## src/rtl/nmi_tmo_guard_pkg.sv

```systemverilog
// Shared types and constants for the NMI timeout guard.
// Holds the guard FSM encoding, the default abort read data and the fault-count helper.
package nmi_tmo_guard_pkg;

  typedef enum logic [1:0] {
    ST_IDLE  = 2'd0,
    ST_REQ   = 2'd1,
    ST_RESP  = 2'd2,
    ST_ABORT = 2'd3
  } state_e;

  localparam logic [31:0] ERR_RDATA_DEF = 32'hDEAD_BEEF;
  localparam logic [7:0]  FAULT_CNT_MAX = 8'hFF;

  // Saturating increment for the abort counter.
  function automatic logic [7:0] sat_inc8(input logic [7:0] v);
    logic [7:0] r;
    if (v == FAULT_CNT_MAX) begin
      r = v;
    end else begin
      r = v + 8'd1;
    end
    return r;
  endfunction

endpackage

```

## src/rtl/nmi_tmo_cnt.sv

```systemverilog
// Downstream wait counter: clears outside a request, counts stalled cycles,
// flags the last permitted cycle.
module nmi_tmo_cnt
  import nmi_tmo_guard_pkg::*;
#(
  parameter int TMO_CYCLES = 256
) (
  input  logic clk_i,
  input  logic rst_n_i,
  input  logic clr_i,
  input  logic en_i,
  output logic expired_o
);

  localparam int CW = $clog2(TMO_CYCLES);
  localparam logic [CW-1:0] LAST = CW'(TMO_CYCLES - 1);

  logic [CW-1:0] cnt_r;

  // Stall counter register.
  always_ff @(posedge clk_i) begin
    if (!rst_n_i) begin
      cnt_r <= '0;
    end else if (clr_i) begin
      cnt_r <= '0;
    end else if (en_i) begin
      cnt_r <= cnt_r + CW'(1);
    end else begin
      cnt_r <= cnt_r;
    end
  end

  assign expired_o = (cnt_r == LAST);

endmodule

```

## src/rtl/nmi_tmo_guard.sv

```systemverilog
// NMI request guard: forwards one upstream access to the APB-wrapper port and
// aborts it with error data if the downstream does not answer in time.
module nmi_tmo_guard
  import nmi_tmo_guard_pkg::*;
#(
  parameter int          TMO_CYCLES = 256,
  parameter logic [31:0] ERR_RDATA  = ERR_RDATA_DEF
) (
  input  logic        clk_i,
  input  logic        rst_n_i,
  input  logic        s_valid_i,
  input  logic [31:0] s_addr_i,
  input  logic [31:0] s_wdata_i,
  input  logic [3:0]  s_wstrb_i,
  output logic        s_ready_o,
  output logic [31:0] s_rdata_o,
  output logic        m_valid_o,
  output logic [31:0] m_addr_o,
  output logic [31:0] m_wdata_o,
  output logic [3:0]  m_wstrb_o,
  input  logic        m_ready_i,
  input  logic [31:0] m_rdata_i,
  input  logic        fault_clr_i,
  output logic        tmo_irq_o,
  output logic [31:0] fault_addr_o,
  output logic [7:0]  fault_cnt_o
);

  state_e state_r;
  logic   expired_s;
  logic   cnt_clr_s;
  logic   cnt_en_s;

  // Counter control: run only while a request is outstanding and unanswered.
  always_comb begin
    cnt_clr_s = 1'b1;
    cnt_en_s  = 1'b0;
    if (state_r == ST_REQ) begin
      cnt_clr_s = 1'b0;
      cnt_en_s  = ~m_ready_i;
    end else begin
      cnt_clr_s = 1'b1;
      cnt_en_s  = 1'b0;
    end
  end

  nmi_tmo_cnt #(
    .TMO_CYCLES (TMO_CYCLES)
  ) u_cnt (
    .clk_i     (clk_i),
    .rst_n_i   (rst_n_i),
    .clr_i     (cnt_clr_s),
    .en_i      (cnt_en_s),
    .expired_o (expired_s)
  );

  // Guard FSM with registered upstream, downstream and fault outputs.
  always_ff @(posedge clk_i) begin
    if (!rst_n_i) begin
      state_r      <= ST_IDLE;
      s_ready_o    <= 1'b0;
      s_rdata_o    <= 32'h0000_0000;
      m_valid_o    <= 1'b0;
      m_addr_o     <= 32'h0000_0000;
      m_wdata_o    <= 32'h0000_0000;
      m_wstrb_o    <= 4'h0;
      tmo_irq_o    <= 1'b0;
      fault_addr_o <= 32'h0000_0000;
      fault_cnt_o  <= 8'd0;
    end else begin
      // A clear is overridden below when it lands on the abort edge.
      if (fault_clr_i) begin
        fault_cnt_o  <= 8'd0;
        fault_addr_o <= 32'h0000_0000;
      end
      case (state_r)
        ST_IDLE: begin
          s_ready_o <= 1'b0;
          s_rdata_o <= 32'h0000_0000;
          tmo_irq_o <= 1'b0;
          if (s_valid_i) begin
            m_valid_o <= 1'b1;
            m_addr_o  <= s_addr_i;
            m_wdata_o <= s_wdata_i;
            m_wstrb_o <= s_wstrb_i;
            state_r   <= ST_REQ;
          end
        end
        ST_REQ: begin
          if (m_ready_i) begin
            m_valid_o <= 1'b0;
            s_ready_o <= 1'b1;
            s_rdata_o <= m_rdata_i;
            state_r   <= ST_RESP;
          end else if (expired_s) begin
            m_valid_o    <= 1'b0;
            s_ready_o    <= 1'b1;
            s_rdata_o    <= ERR_RDATA;
            tmo_irq_o    <= 1'b1;
            fault_addr_o <= m_addr_o;
            fault_cnt_o  <= fault_clr_i ? 8'd1 : sat_inc8(fault_cnt_o);
            state_r      <= ST_ABORT;
          end
        end
        ST_RESP, ST_ABORT: begin
          s_ready_o <= 1'b0;
          s_rdata_o <= 32'h0000_0000;
          tmo_irq_o <= 1'b0;
          state_r   <= ST_IDLE;
        end
        default: begin
          m_valid_o <= 1'b0;
          s_ready_o <= 1'b0;
          s_rdata_o <= 32'h0000_0000;
          tmo_irq_o <= 1'b0;
          state_r   <= ST_IDLE;
        end
      endcase
    end
  end

endmodule
```

## config.mk

```make
export PLATFORM = sky130hd
export DESIGN_NAME = nmi_tmo_guard
export DESIGN_NICKNAME = d
export VERILOG_FILES = /design/src/rtl/nmi_tmo_guard_pkg.sv /design/src/rtl/nmi_tmo_cnt.sv /design/src/rtl/nmi_tmo_guard.sv
export SDC_FILE = /design/constraint.sdc
export NUM_CORES = 1
export LEC_CHECK = 0
export ABC_AREA = 0
export CORE_ASPECT_RATIO = 1.1
export CORE_MARGIN = 1.5
export CORE_UTILIZATION = 38
export DETAILED_ROUTE_END_ITERATION = 8
export HOLD_SLACK_MARGIN = 0.02
export PLACE_DENSITY = 0.77
export SYNTH_ARGS = -nofsm -noshare
export SYNTH_HDL_FRONTEND = slang
export SYNTH_HIERARCHICAL = 1
export SYNTH_SLANG_ARGS = --single-unit
```

## constraint.sdc

```tcl
create_clock -name clk_i -period 1.8 [get_ports clk_i]
set_input_delay 0.36 -clock clk_i [delete_from_list [all_inputs] [get_ports clk_i]]
set_output_delay 0.36 -clock clk_i [all_outputs]
set_load 0.01 [all_outputs]
```

==> impl_results.rst, run 1 <==
.. list-table::
   :header-rows: 1

   * - Metric
     - Value
   * - Router iterations before antenna repair
     - 4
   * - Total count of hold-check failures in the final report
     - 0
   * - Synth-to-Final Area Change
     - 62.0%
   * - Clock tree from TritonCTS
     - built
   * - Number of global-route vias before repair
     - 5039
   * - Arrival time at the worst endpoint
     - 1.37 ns
   * - Cell Rows
     - 46
   * - Primary FF master, synth
     - sky130_fd_sc_hd__dfxtp_1
   * - Post-detailed-route wirelength per cell
     - 14.7 µm
   * - Setup repair after global routing missed its margin
     - true
   * - Number of instances in the placed design
     - 1045
   * - Total power per unit cell area
     - 884 nW/µm²
   * - Dominant cell type by area after synthesis
     - sky130_fd_sc_hd__dfxtp_1
   * - Worst-case vdd ir drop
     - 545 µV
   * - Number of buffer and inverter instances along the worst setup path
     - 1
   * - Per-cell via count in the routed design
     - 4.86
   * - Non-filler cells, final
     - 1079
   * - Total negative slack
     - 0 ns
   * - Maximum fanout encountered on the critical timing path
     - 5
   * - Slowest cell on the critical path
     - sky130_fd_sc_hd__clkdlybuf4s50_1
   * - Die extent in x
     - 119 µm
   * - Initial standard-cell utilization of the core
     - 39.0%
   * - Library cells used by synthesis
     - 43
   * - Placed wire-length estimate after detailed placement
     - 11000 µm
   * - Cells after synthesis
     - 616
   * - Number of buffers created by CTS
     - 17
   * - Outcome
     - complete, no violations
   * - Routability-driven placement congestion ratio
     - 0.796
   * - Fraction of layout instances using a drive strength above 1
     - 9.92%
   * - Number of DRC markers in iteration 0
     - 226
   * - Slew at the pin closest to its max-slew limit
     - 0.416 ns
   * - Achievable Freq
     - 0.578 GHz
   * - Share of the synthesized area in the top cell type
     - 54.4%
   * - Final number of setup-violating endpoints
     - 0
   * - Flop2flop setup slack
     - 0.08 ns
   * - Clock-pin slew on the worst setup and hold paths
     - 0.06 ns
   * - Number of I/O port buffers
     - 247
   * - Synth top area cells
     - sky130_fd_sc_hd__dfxtp_1, sky130_fd_sc_hd__nand2_1, sky130_fd_sc_hd__a21boi_0
   * - Pin count of the biggest net entering global routing
     - 62
   * - Worst hold path type
     - input pin to flop
   * - Global routing usage summed across all routing layers
     - 20.4%
   * - Mean Syn Cell Area
     - 9.14 µm²
   * - Vias
     - 5242
   * - Req. time, crit path
     - 1.44 ns
   * - Core footprint
     - 14400 µm²
   * - Dominant delay contributor by cell family on the critical path
     - buffers and inverters
   * - Final-report max-slew violation count
     - 0
   * - Overall die area
     - 15600 µm²
   * - Critical path class
     - flop to output pin
   * - Critical Path Start Type
     - flop
   * - Post-route antenna net violation count
     - 0
   * - Worst slew margin relative to its limit
     - 72.2%
   * - Total wire length after detailed routing
     - 15800 µm
   * - First-pass GRT wire length
     - 25100 µm
   * - # hold bufs at CTS
     - 0
   * - Yosys warnings
     - 6
   * - Post-Syn Area
     - 5630 µm²
   * - Yosys reg bits
     - 153
   * - Number of enable-type register cells in the synthesized netlist
     - 0
   * - Post-route fraction of the period consumed by the critical path
     - 96.1%
   * - Kind of capture point of the worst setup path
     - output pin
   * - Worst Clk Skew
     - 0.00619 ns
   * - CTS root buffer
     - sky130_fd_sc_hd__clkbuf_16
   * - # H-tree levels
     - 4
   * - DRC viols
     - 0
   * - Antenna Cells
     - 0
   * - I/O pins
     - 248
   * - Cell-by-cell trace of the critical path
     - clkdlybuf4s50_1
   * - Final critical path time including I/O delays and setup
     - 1.73 ns
   * - Most used routing layer in global routing
     - met2
   * - Total power consumption of the routed design
     - 8.06 mW
   * - GRT met3 Usage
     - 6.77%
   * - Worst-Skew Late Latency
     - 0.41 ns
   * - Routing usage on met1
     - 23.7%
   * - MaxCap Viol Count
     - 0
   * - Die outline height
     - 131 µm
   * - Bufs on Longest Clock Path
     - 2
   * - Number of antenna violations at the first check in global routing
     - 0
   * - Share of synthesized area occupied by flip-flops and latches
     - 54.4%
   * - Fraction of synthesis flops using an asynchronous set or reset pin
     - 0%
   * - Sink Count
     - 153
   * - Met2 layer usage reported by global route
     - 35.2%
   * - Crit-path max cell delay
     - 0.57 ns
   * - Leak
     - 3.40 nW
   * - Post-layout net count
     - 981
   * - Overflow left after global routing
     - 0
   * - Total nets after synthesis
     - 723
## cell type report
class                      count  area, µm²
inverter                       2       7.51
clock buffer                  21        460
timing repair buffer         283       2820
multi-input combinational    417       2400
tap                          192        240
clock inverter                11        120
fill                        1203       5320
sequential                   153       3070
## power by group
group / leakage (nW) / internal, mW / switching, mW
registers: 1.25 / 3.51 / 0.0754
clock network: 0.276 / 2.11 / 1.39
logic: 1.87 / 0.566 / 0.416
## path summary, 6_finish.rpt
check            startpoint                to  depth (start not counted)
max          fault_cnt_o[5]    fault_cnt_o[5]                          1
min                 rst_n_i         m_valid_o                          3
max reg2reg  u_cnt/cnt_r[0]  fault_addr_o[12]                          8
min reg2reg    m_wstrb_o[1]      m_wstrb_o[1]                          2
## through the flow
| stage | hold WS [ns] | utilization [%] | area, µm² | worst slack (ns) |
|---|---|---|---|---|
| final | 0.450 | 63.1 | 9120 | 0.0702 |
| after CTS | 0.438 | 62.9 | 9080 | -0.0151 |
| after global placement | 0.448 | 58.8 | 8500 | -0.230 |
| after floorplan | 0.445 | - | 5660 | 0.00606 |
| after global routing | 0.449 | 63.1 | 9120 | -0.0189 |
| after detailed placement | 0.455 | 58.8 | 8500 | -0.264 |
## synthesized netlist by cell type, types with 2 or more instances
cell type,number
sky130_fd_sc_hd__nor2_1,38
sky130_fd_sc_hd__clkbuf_1,29
sky130_fd_sc_hd__a21boi_0,65
sky130_fd_sc_hd__o21ai_0,6
sky130_fd_sc_hd__nand4_1,4
sky130_fd_sc_hd__a21boi_1,4
sky130_fd_sc_hd__buf_2,11
sky130_fd_sc_hd__xor2_1,5
sky130_fd_sc_hd__xnor2_1,2
sky130_fd_sc_hd__dfxtp_1,153
sky130_fd_sc_hd__nor3_1,49
sky130_fd_sc_hd__nor2b_1,15
sky130_fd_sc_hd__a22o_1,28
sky130_fd_sc_hd__or3_1,5
sky130_fd_sc_hd__mux2i_1,3
sky130_fd_sc_hd__a21oi_1,10
sky130_fd_sc_hd__nand2_1,139
sky130_fd_sc_hd__nand3_1,4
sky130_fd_sc_hd__a22oi_1,8
sky130_fd_sc_hd__nand2b_1,3
sky130_fd_sc_hd__ha_1,2
sky130_fd_sc_hd__and2_1,3
sky130_fd_sc_hd__a211oi_1,2
sky130_fd_sc_hd__nor3b_1,6
sky130_fd_sc_hd__buf_6,4
## registers in the layout (all words and copies together), names as in the netlist
signal        flops
m_valid_o         1
fault_cnt_o       8
s_ready_o         1
u_cnt/cnt_r       8
m_addr_o         32
m_wstrb_o         4
tmo_irq_o         1
s_rdata_o        32
m_wdata_o        32
fault_addr_o     32
state_r           2
## per-layer routing
layer  vias up  wire length, µm
li1       2618                -
met1      2418             6660
met2       187             7710
met3        19             1180
met4         0              275
met5         -                0
## worst reg2reg max path, delay by kind of cell (launching register included)
family          cells  cell delay (ns)
buf+inv             2             0.28
simple gates        4             0.68
compound gates      1             0.21
flops               1             0.35
fa+ha+maj           1             0.16
## cell families after synthesis
kind of cell | synth area share (%)
xor gates and xnor gates | 1.09
and+or+nand+nor | 22.2
AOI/OAI and AO/OA | 17.3
muxes | 0.533
buffers and inverters | 3.98
adders and majority gates | 0.444
DFF | 54.4
## placed cells by master (no fill, tap or decap), types with 4 or more instances in the layout
master,n
sky130_fd_sc_hd__a22oi_1,8
sky130_fd_sc_hd__dfxtp_1,146
sky130_fd_sc_hd__nand4_1,4
sky130_fd_sc_hd__buf_4,29
sky130_fd_sc_hd__nor3b_1,6
sky130_fd_sc_hd__or3_1,4
sky130_fd_sc_hd__a22o_1,28
sky130_fd_sc_hd__o21ai_0,6
sky130_fd_sc_hd__nor3_1,49
sky130_fd_sc_hd__nor2b_1,14
sky130_fd_sc_hd__nor2_1,37
sky130_fd_sc_hd__clkbuf_16,17
sky130_fd_sc_hd__clkinvlp_4,4
sky130_fd_sc_hd__dfxtp_2,6
sky130_fd_sc_hd__xor2_1,5
sky130_fd_sc_hd__a21oi_1,9
sky130_fd_sc_hd__clkdlybuf4s50_1,244
sky130_fd_sc_hd__buf_12,6
sky130_fd_sc_hd__a21boi_0,65
sky130_fd_sc_hd__nand2_1,139
sky130_fd_sc_hd__a21boi_1,4
## repair_timing
item                                    in CTS  in global routing
cloned                                       0                  1
gates resized for setup                      4                  8
buffers inserted                             0                  1
endpoints found under the setup margin      33                 35
pin swaps                                    3                  5
endpoints found under the hold margin        0                  0
Note: power is estimated with default switching activity, not from simulation.
==> inputs of run 2 (changes only) <==
Settings changed: CORE_UTILIZATION 38 to 56, DONT_BUFFER_PORTS from default to 1, PLACE_DENSITY 0.77 to 0.74, SLEW_MARGIN from default to 20.
==> run 2 against run 1 <==
  * The run now ends with DRC left
  * Worst setup slack worse by 0.034 ns
  * Count of clock-buffer cells in the layout is 1 lower
  * Flip-flop and latch count stayed put
  * Clock power is 1% higher
  * Utilization is 12 points higher
  * Hold slack worse by 0.41 ns
  * Die area is 31% lower
  * Power is 3.1% lower
==> impl_results.rst, run 2 (synthesized netlist as in run 1, its figures left out) <==
.. list-table::
   :header-rows: 1

   * - Metric
     - Value
   * - Outcome
     - finished, violations left
   * - Failing checks
     - DRC
   * - Number of buffer and inverter instances along the worst setup path
     - 0
   * - Most common library cell in the layout ignoring fill and taps
     - sky130_fd_sc_hd__dfxtp_1
   * - Worst-Skew Late Latency
     - 0.52 ns
   * - Critical Path Start Type
     - flop
   * - Core footprint
     - 9840 µm²
   * - Final number of setup-violating endpoints
     - 0
   * - Overflow left after global routing
     - 0
   * - Total count of hold-check failures in the final report
     - 0
   * - # fillers
     - 635
   * - Per-cell via count in the routed design
     - 5.82
   * - Number of I/O port buffers
     - 0
   * - Cell-by-cell trace of the critical path
     - ha_4 -> nand3_2 -> nor2_2 -> and4bb_4 -> nand4_4 -> or3_1 -> a21oi_1
   * - Kind of capture point of the worst setup path
     - flop
   * - Die outline height
     - 108 µm
   * - Slowest cell on the critical path
     - sky130_fd_sc_hd__or3_1
   * - Clock-pin slew on the worst setup and hold paths
     - 0.06 ns
   * - Worst slew margin relative to its limit
     - 33.9%
   * - Arrival time at the worst endpoint
     - 2.20 ns
   * - Sink Count
     - 153
   * - DRC viols
     - 16
   * - Achievable Freq
     - 0.567 GHz
   * - Post-layout net count
     - 819
   * - Setup repair after global routing missed its margin
     - true
   * - Critical path class
     - flop to flop
   * - Crit-path max cell delay
     - 0.41 ns
   * - Number of instances in the placed design
     - 711
   * - Leak
     - 2.81 nW
   * - Antenna Cells
     - 0
   * - Die extent in x
     - 98.6 µm
   * - Router iterations before antenna repair
     - 7
   * - Pin count of the biggest net entering global routing
     - 86
   * - DP Area
     - 5780 µm²
   * - First-pass GRT wire length
     - 24500 µm
   * - Maximum fanout encountered on the critical timing path
     - 6
   * - CTS root buffer
     - sky130_fd_sc_hd__clkbuf_8
   * - Number of global-route vias before repair
     - 4824
   * - Bufs on Longest Clock Path
     - 2
   * - Number of DRC markers in iteration 0
     - 322
   * - Synth-to-Final Area Change
     - 32.0%
   * - Number of antenna violations at the first check in global routing
     - 0
   * - Global routing usage summed across all routing layers
     - 29.2%
   * - Non-filler cells, final
     - 844
   * - Post-route fraction of the period consumed by the critical path
     - 98.0%
   * - Total wire length after detailed routing
     - 15700 µm
   * - Overall die area
     - 10700 µm²
   * - I/O pins
     - 248
   * - Req. time, crit path
     - 2.24 ns
   * - Routability-driven placement congestion ratio
     - 0.848
   * - Worst-case vdd ir drop
     - 618 µV
   * - Clock tree from TritonCTS
     - built
   * - Final-report max-slew violation count
     - 0
   * - Final critical path time including I/O delays and setup
     - 1.76 ns
   * - Area of all placed cells without fillers
     - 7430 µm²
   * - Cell Rows
     - 38
   * - Post-route antenna net violation count
     - 0
   * - Minimum setup slack in the final design
     - 0.0367 ns
   * - Worst Clk Skew
     - 0.0165 ns
   * - Fraction of layout instances using a drive strength above 1
     - 9.94%
   * - Highest-count cells in the layout ignoring fill and taps
     - sky130_fd_sc_hd__dfxtp_1, sky130_fd_sc_hd__nand2_1, sky130_fd_sc_hd__dlygate4sd3_1
   * - MaxCap Viol Count
     - 0
   * - Post-detailed-route wirelength per cell
     - 18.6 µm
   * - Slew at the pin closest to its max-slew limit
     - 0.988 ns
   * - Vias
     - 4913
   * - Total negative slack
     - 0 ns
   * - Smallest hold slack
     - 0.0357 ns
   * - # H-tree levels
     - 4
   * - Worst setup slack after placement
     - -0.0385 ns
   * - Initial standard-cell utilization of the core
     - 57.2%
   * - Placed wire-length estimate after detailed placement
     - 9070 µm
   * - Number of buffers created by CTS
     - 17
   * - Total power per unit cell area
     - 1050 nW/µm²
   * - Worst hold path type
     - input pin to flop
   * - Dominant delay contributor by cell family on the critical path
     - simple AND/OR/NAND/NOR gates
-- run 2: changes by cell type in the layout (fill, tap and decap cells not counted), moves of 3 or more --
cell	change
sky130_fd_sc_hd__dfxtp_2	-3
sky130_fd_sc_hd__dlygate4sd3_1	+98
sky130_fd_sc_hd__dfxtp_1	+3
sky130_fd_sc_hd__clkdlybuf4s50_1	-244
sky130_fd_sc_hd__buf_12	-4
sky130_fd_sc_hd__buf_4	-9
-- run 2: where the power goes --
part / internal, mW / switching, mW
logic: 0.294 / 0.301
registers: 3.51 / 0.167
clock network: 2.18 / 1.36
total: 5.98 / 1.83
-- run 2: cell type report --
cell class | count | area, µm² | share of cell area [%]
sequential | 153 | 3070 | 41.3
inverter | 2 | 7.51 | 0.101
clock inverter | 11 | 148 | 1.99
clock buffer | 20 | 445 | 5.99
multi-input combinational | 416 | 2400 | 32.3
tap | 120 | 150 | 2.02
timing repair buffer | 122 | 1210 | 16.3
-- run 2: path summary, 6_finish.rpt --
kind	from	to	slack, ns	cells past startpoint
max reg2reg	u_cnt/cnt_r[1]	fault_cnt_o[3]	0.04	7
min	m_rdata_i[13]	s_rdata_o[13]	0.04	2
min reg2reg	state_r[1]	state_r[0]	0.50	1
max	u_cnt/cnt_r[1]	fault_cnt_o[3]	0.04	7
-- run 2: routing by layer --
layer | part of all wire (%) | track usage (%)
met3 | 9.3 | 10.4
met1 | 36 | 31.0
met2 | 51 | 51.2
met4 | 3.2 | 15.1
met5 | 0 | 0
-- run 2: what timing repair did --
action,4_1_cts,5_1_grt
resized for setup,3,7
hold buffers,99,0
buffers inserted,0,3
pin swaps,0,5
setup endpoints to repair,6,16
hold endpoints to repair,109,0
-- run 2: through the flow --
step                      total power, mW  utilization, %
after global routing                 8.09            75.5
after CTS                            7.82            75.1
after detailed placement             4.11            58.7
final                                7.81            75.5
after global placement               4.09            58.7
after floorplan                      4.02               -
==> inputs of run 3 (changes only) <==
Settings changed: SKIP_CTS_REPAIR_TIMING from default to 1.
==> run 3 against run 2 <==
  * Clock power about the same
  * Largest cell class unchanged
  * Register-to-register slack better by 0.03 ns
  * Hold slack worse by 0.048 ns
  * The run ends with DRC, hold timing left
  * Sequential share of layout area up 1.1 points
  * Maximum frequency up 1.8%
  * Combinational power down 7.1%
  * Final cell count down 2.3%
  * Power down 0.50%
  * Highest routed layer unchanged
  * Worst setup slack better by 0.031 ns
  * Die area unchanged
  * Clock skew down 0.0054 ns
==> impl_results.rst, run 3 (synthesized netlist as in run 1, its figures left out) <==
.. list-table::
   :header-rows: 1

   * - Metric
     - Value
   * - Total wire length after detailed routing
     - 15200 µm
   * - Number of antenna violations at the first check in global routing
     - 0
   * - Cell Rows
     - 38
   * - Number of DRC markers in iteration 0
     - 265
   * - Synth-to-Final Area Change
     - 28.6%
   * - Clock tree from TritonCTS
     - built
   * - Leak
     - 2.73 nW
   * - Post-layout net count
     - 800
   * - Total negative slack
     - 0 ns
   * - Post-route fraction of the period consumed by the critical path
     - 96.2%
   * - Maximum fanout encountered on the critical timing path
     - 6
   * - Routability-driven placement congestion ratio
     - 0.848
   * - Pin count of the biggest net entering global routing
     - 89
   * - Number of global-route vias before repair
     - 4142
   * - Bufs on Longest Clock Path
     - 2
   * - Crit-path max cell delay
     - 0.40 ns
   * - Antenna Cells
     - 0
   * - Sink Count
     - 153
   * - Final number of setup-violating endpoints
     - 0
   * - Global routing usage summed across all routing layers
     - 24.3%
   * - Total power consumption of the routed design
     - 7.77 mW
   * - Slowest cell on the critical path
     - sky130_fd_sc_hd__or3_1
   * - Overflow left after global routing
     - 0
   * - Critical path class
     - flop to flop
   * - Clock-pin slew on the worst setup and hold paths
     - 0.06 ns
   * - Die extent in x
     - 98.6 µm
   * - Number of buffers created by CTS
     - 17
   * - Outcome
     - finished, violations left
   * - # fillers
     - 676
   * - Per-cell via count in the routed design
     - 5.79
   * - Vias
     - 4773
   * - Post-route antenna net violation count
     - 0
   * - Smallest hold slack
     - -0.0118 ns
   * - Worst Clk Skew
     - 0.0111 ns
   * - First-pass GRT wire length
     - 20500 µm
   * - Highest-count cells in the layout ignoring fill and taps
     - sky130_fd_sc_hd__dfxtp_1, sky130_fd_sc_hd__nand2_1, sky130_fd_sc_hd__dlygate4sd3_1
   * - Most common library cell in the layout ignoring fill and taps
     - sky130_fd_sc_hd__dfxtp_1
   * - Core footprint
     - 9840 µm²
   * - Cell-by-cell trace of the critical path
     - ha_4 -> nand3_2 -> nor2_2 -> and4bb_4 -> nand4_4 -> or3_1 -> a21oi_1
   * - CTS root buffer
     - sky130_fd_sc_hd__clkbuf_8
   * - Minimum setup slack in the final design
     - 0.0680 ns
   * - Overall die area
     - 10700 µm²
   * - Critical Path Start Type
     - flop
   * - Req. time, crit path
     - 2.24 ns
   * - DP Area
     - 5780 µm²
   * - Final critical path time including I/O delays and setup
     - 1.73 ns
   * - Router iterations before antenna repair
     - 9
   * - Post-detailed-route wirelength per cell
     - 18.4 µm
   * - Worst hold path type
     - input pin to flop
   * - DRC viols
     - 16
   * - Initial standard-cell utilization of the core
     - 57.2%
   * - Achievable Freq
     - 0.577 GHz
   * - Die outline height
     - 108 µm
   * - Worst-case vdd ir drop
     - 570 µV
   * - Slew at the pin closest to its max-slew limit
     - 0.663 ns
   * - MaxCap Viol Count
     - 0
   * - Placed wire-length estimate after detailed placement
     - 9070 µm
   * - Worst-Skew Late Latency
     - 0.52 ns
   * - Fraction of layout instances using a drive strength above 1
     - 9.50%
   * - Worst setup slack after placement
     - -0.0385 ns
   * - Total count of hold-check failures in the final report
     - 1
   * - Kind of capture point of the worst setup path
     - flop
   * - I/O pins
     - 248
   * - Number of I/O port buffers
     - 0
   * - Setup repair after global routing missed its margin
     - true
   * - # H-tree levels
     - 4
   * - Arrival time at the worst endpoint
     - 2.17 ns
   * - Final-report max-slew violation count
     - 0
   * - Total power per unit cell area
     - 1070 nW/µm²
   * - Worst slew margin relative to its limit
     - 55.7%
   * - Area of all placed cells without fillers
     - 7240 µm²
   * - Failing checks
     - DRC, hold timing
==> run 3: changes by cell type in the layout (fill, tap and decap cells not counted), sizes merged <==
cell,delta
buf,-3
dlygate4sd3,-16
==> run 3: routing by layer <==
layer | vias up | part of all wire, % | track usage (%)
li1 | 2251 | - | -
met1 | 2224 | 37 | 26.0
met2 | 257 | 51 | 41.6
met3 | 41 | 9.4 | 9.76
met4 | 0 | 3.2 | 12.6
met5 | - | 0 | 0
==> run 3: layout make-up <==
class / count / area, µm² / share of cell area (%)
well taps: 120 / 150 / 2.07
clock inverters: 11 / 148 / 2.04
inverters: 2 / 7.51 / 0.104
multi-input cells: 416 / 2400 / 33.1
clock buffers: 20 / 445 / 6.15
flip-flops and latches: 153 / 3070 / 42.4
repair buffers: 103 / 1020 / 14.1
==> run 3: worst paths after layout <==
| check | depth (start not counted) | to | startpoint | slack, ns |
|---|---|---|---|---|
| hold / removal | 1 | s_ready_o | m_ready_i | -0.01 |
| setup / recovery | 7 | fault_cnt_o[3] | u_cnt/cnt_r[1] | 0.07 |
| hold reg to reg | 1 | state_r[0] | state_r[1] | 0.50 |
| setup reg to reg | 7 | fault_cnt_o[3] | u_cnt/cnt_r[1] | 0.07 |
==> run 3: worst max-delay path, delay by kind of cell (launching register included) <==
family	cells	cell delay, ns
and+or+nand+nor	5	1.04
DFF	1	0.35
adders and majority gates	1	0.14
AOI/OAI and AO/OA	1	0.12
==> run 3: stage by stage <==
step / cells / hold WS [ns] / utilization, %
floorplan: 616 / 0.445 / -
global placement: 711 / 0.483 / 58.7
detailed placement: 711 / 0.492 / 58.7
CTS: 742 / -0.0511 / 64.7
global route: 825 / -0.0275 / 73.6
finish: 825 / -0.0118 / 73.6
==> run 3: power breakdown <==
group | internal [mW] | switching (mW) | leakage [nW]
combinational | 0.271 | 0.281 | 1.21
clock | 2.18 | 1.37 | 0.279
sequential | 3.51 | 0.167 | 1.25
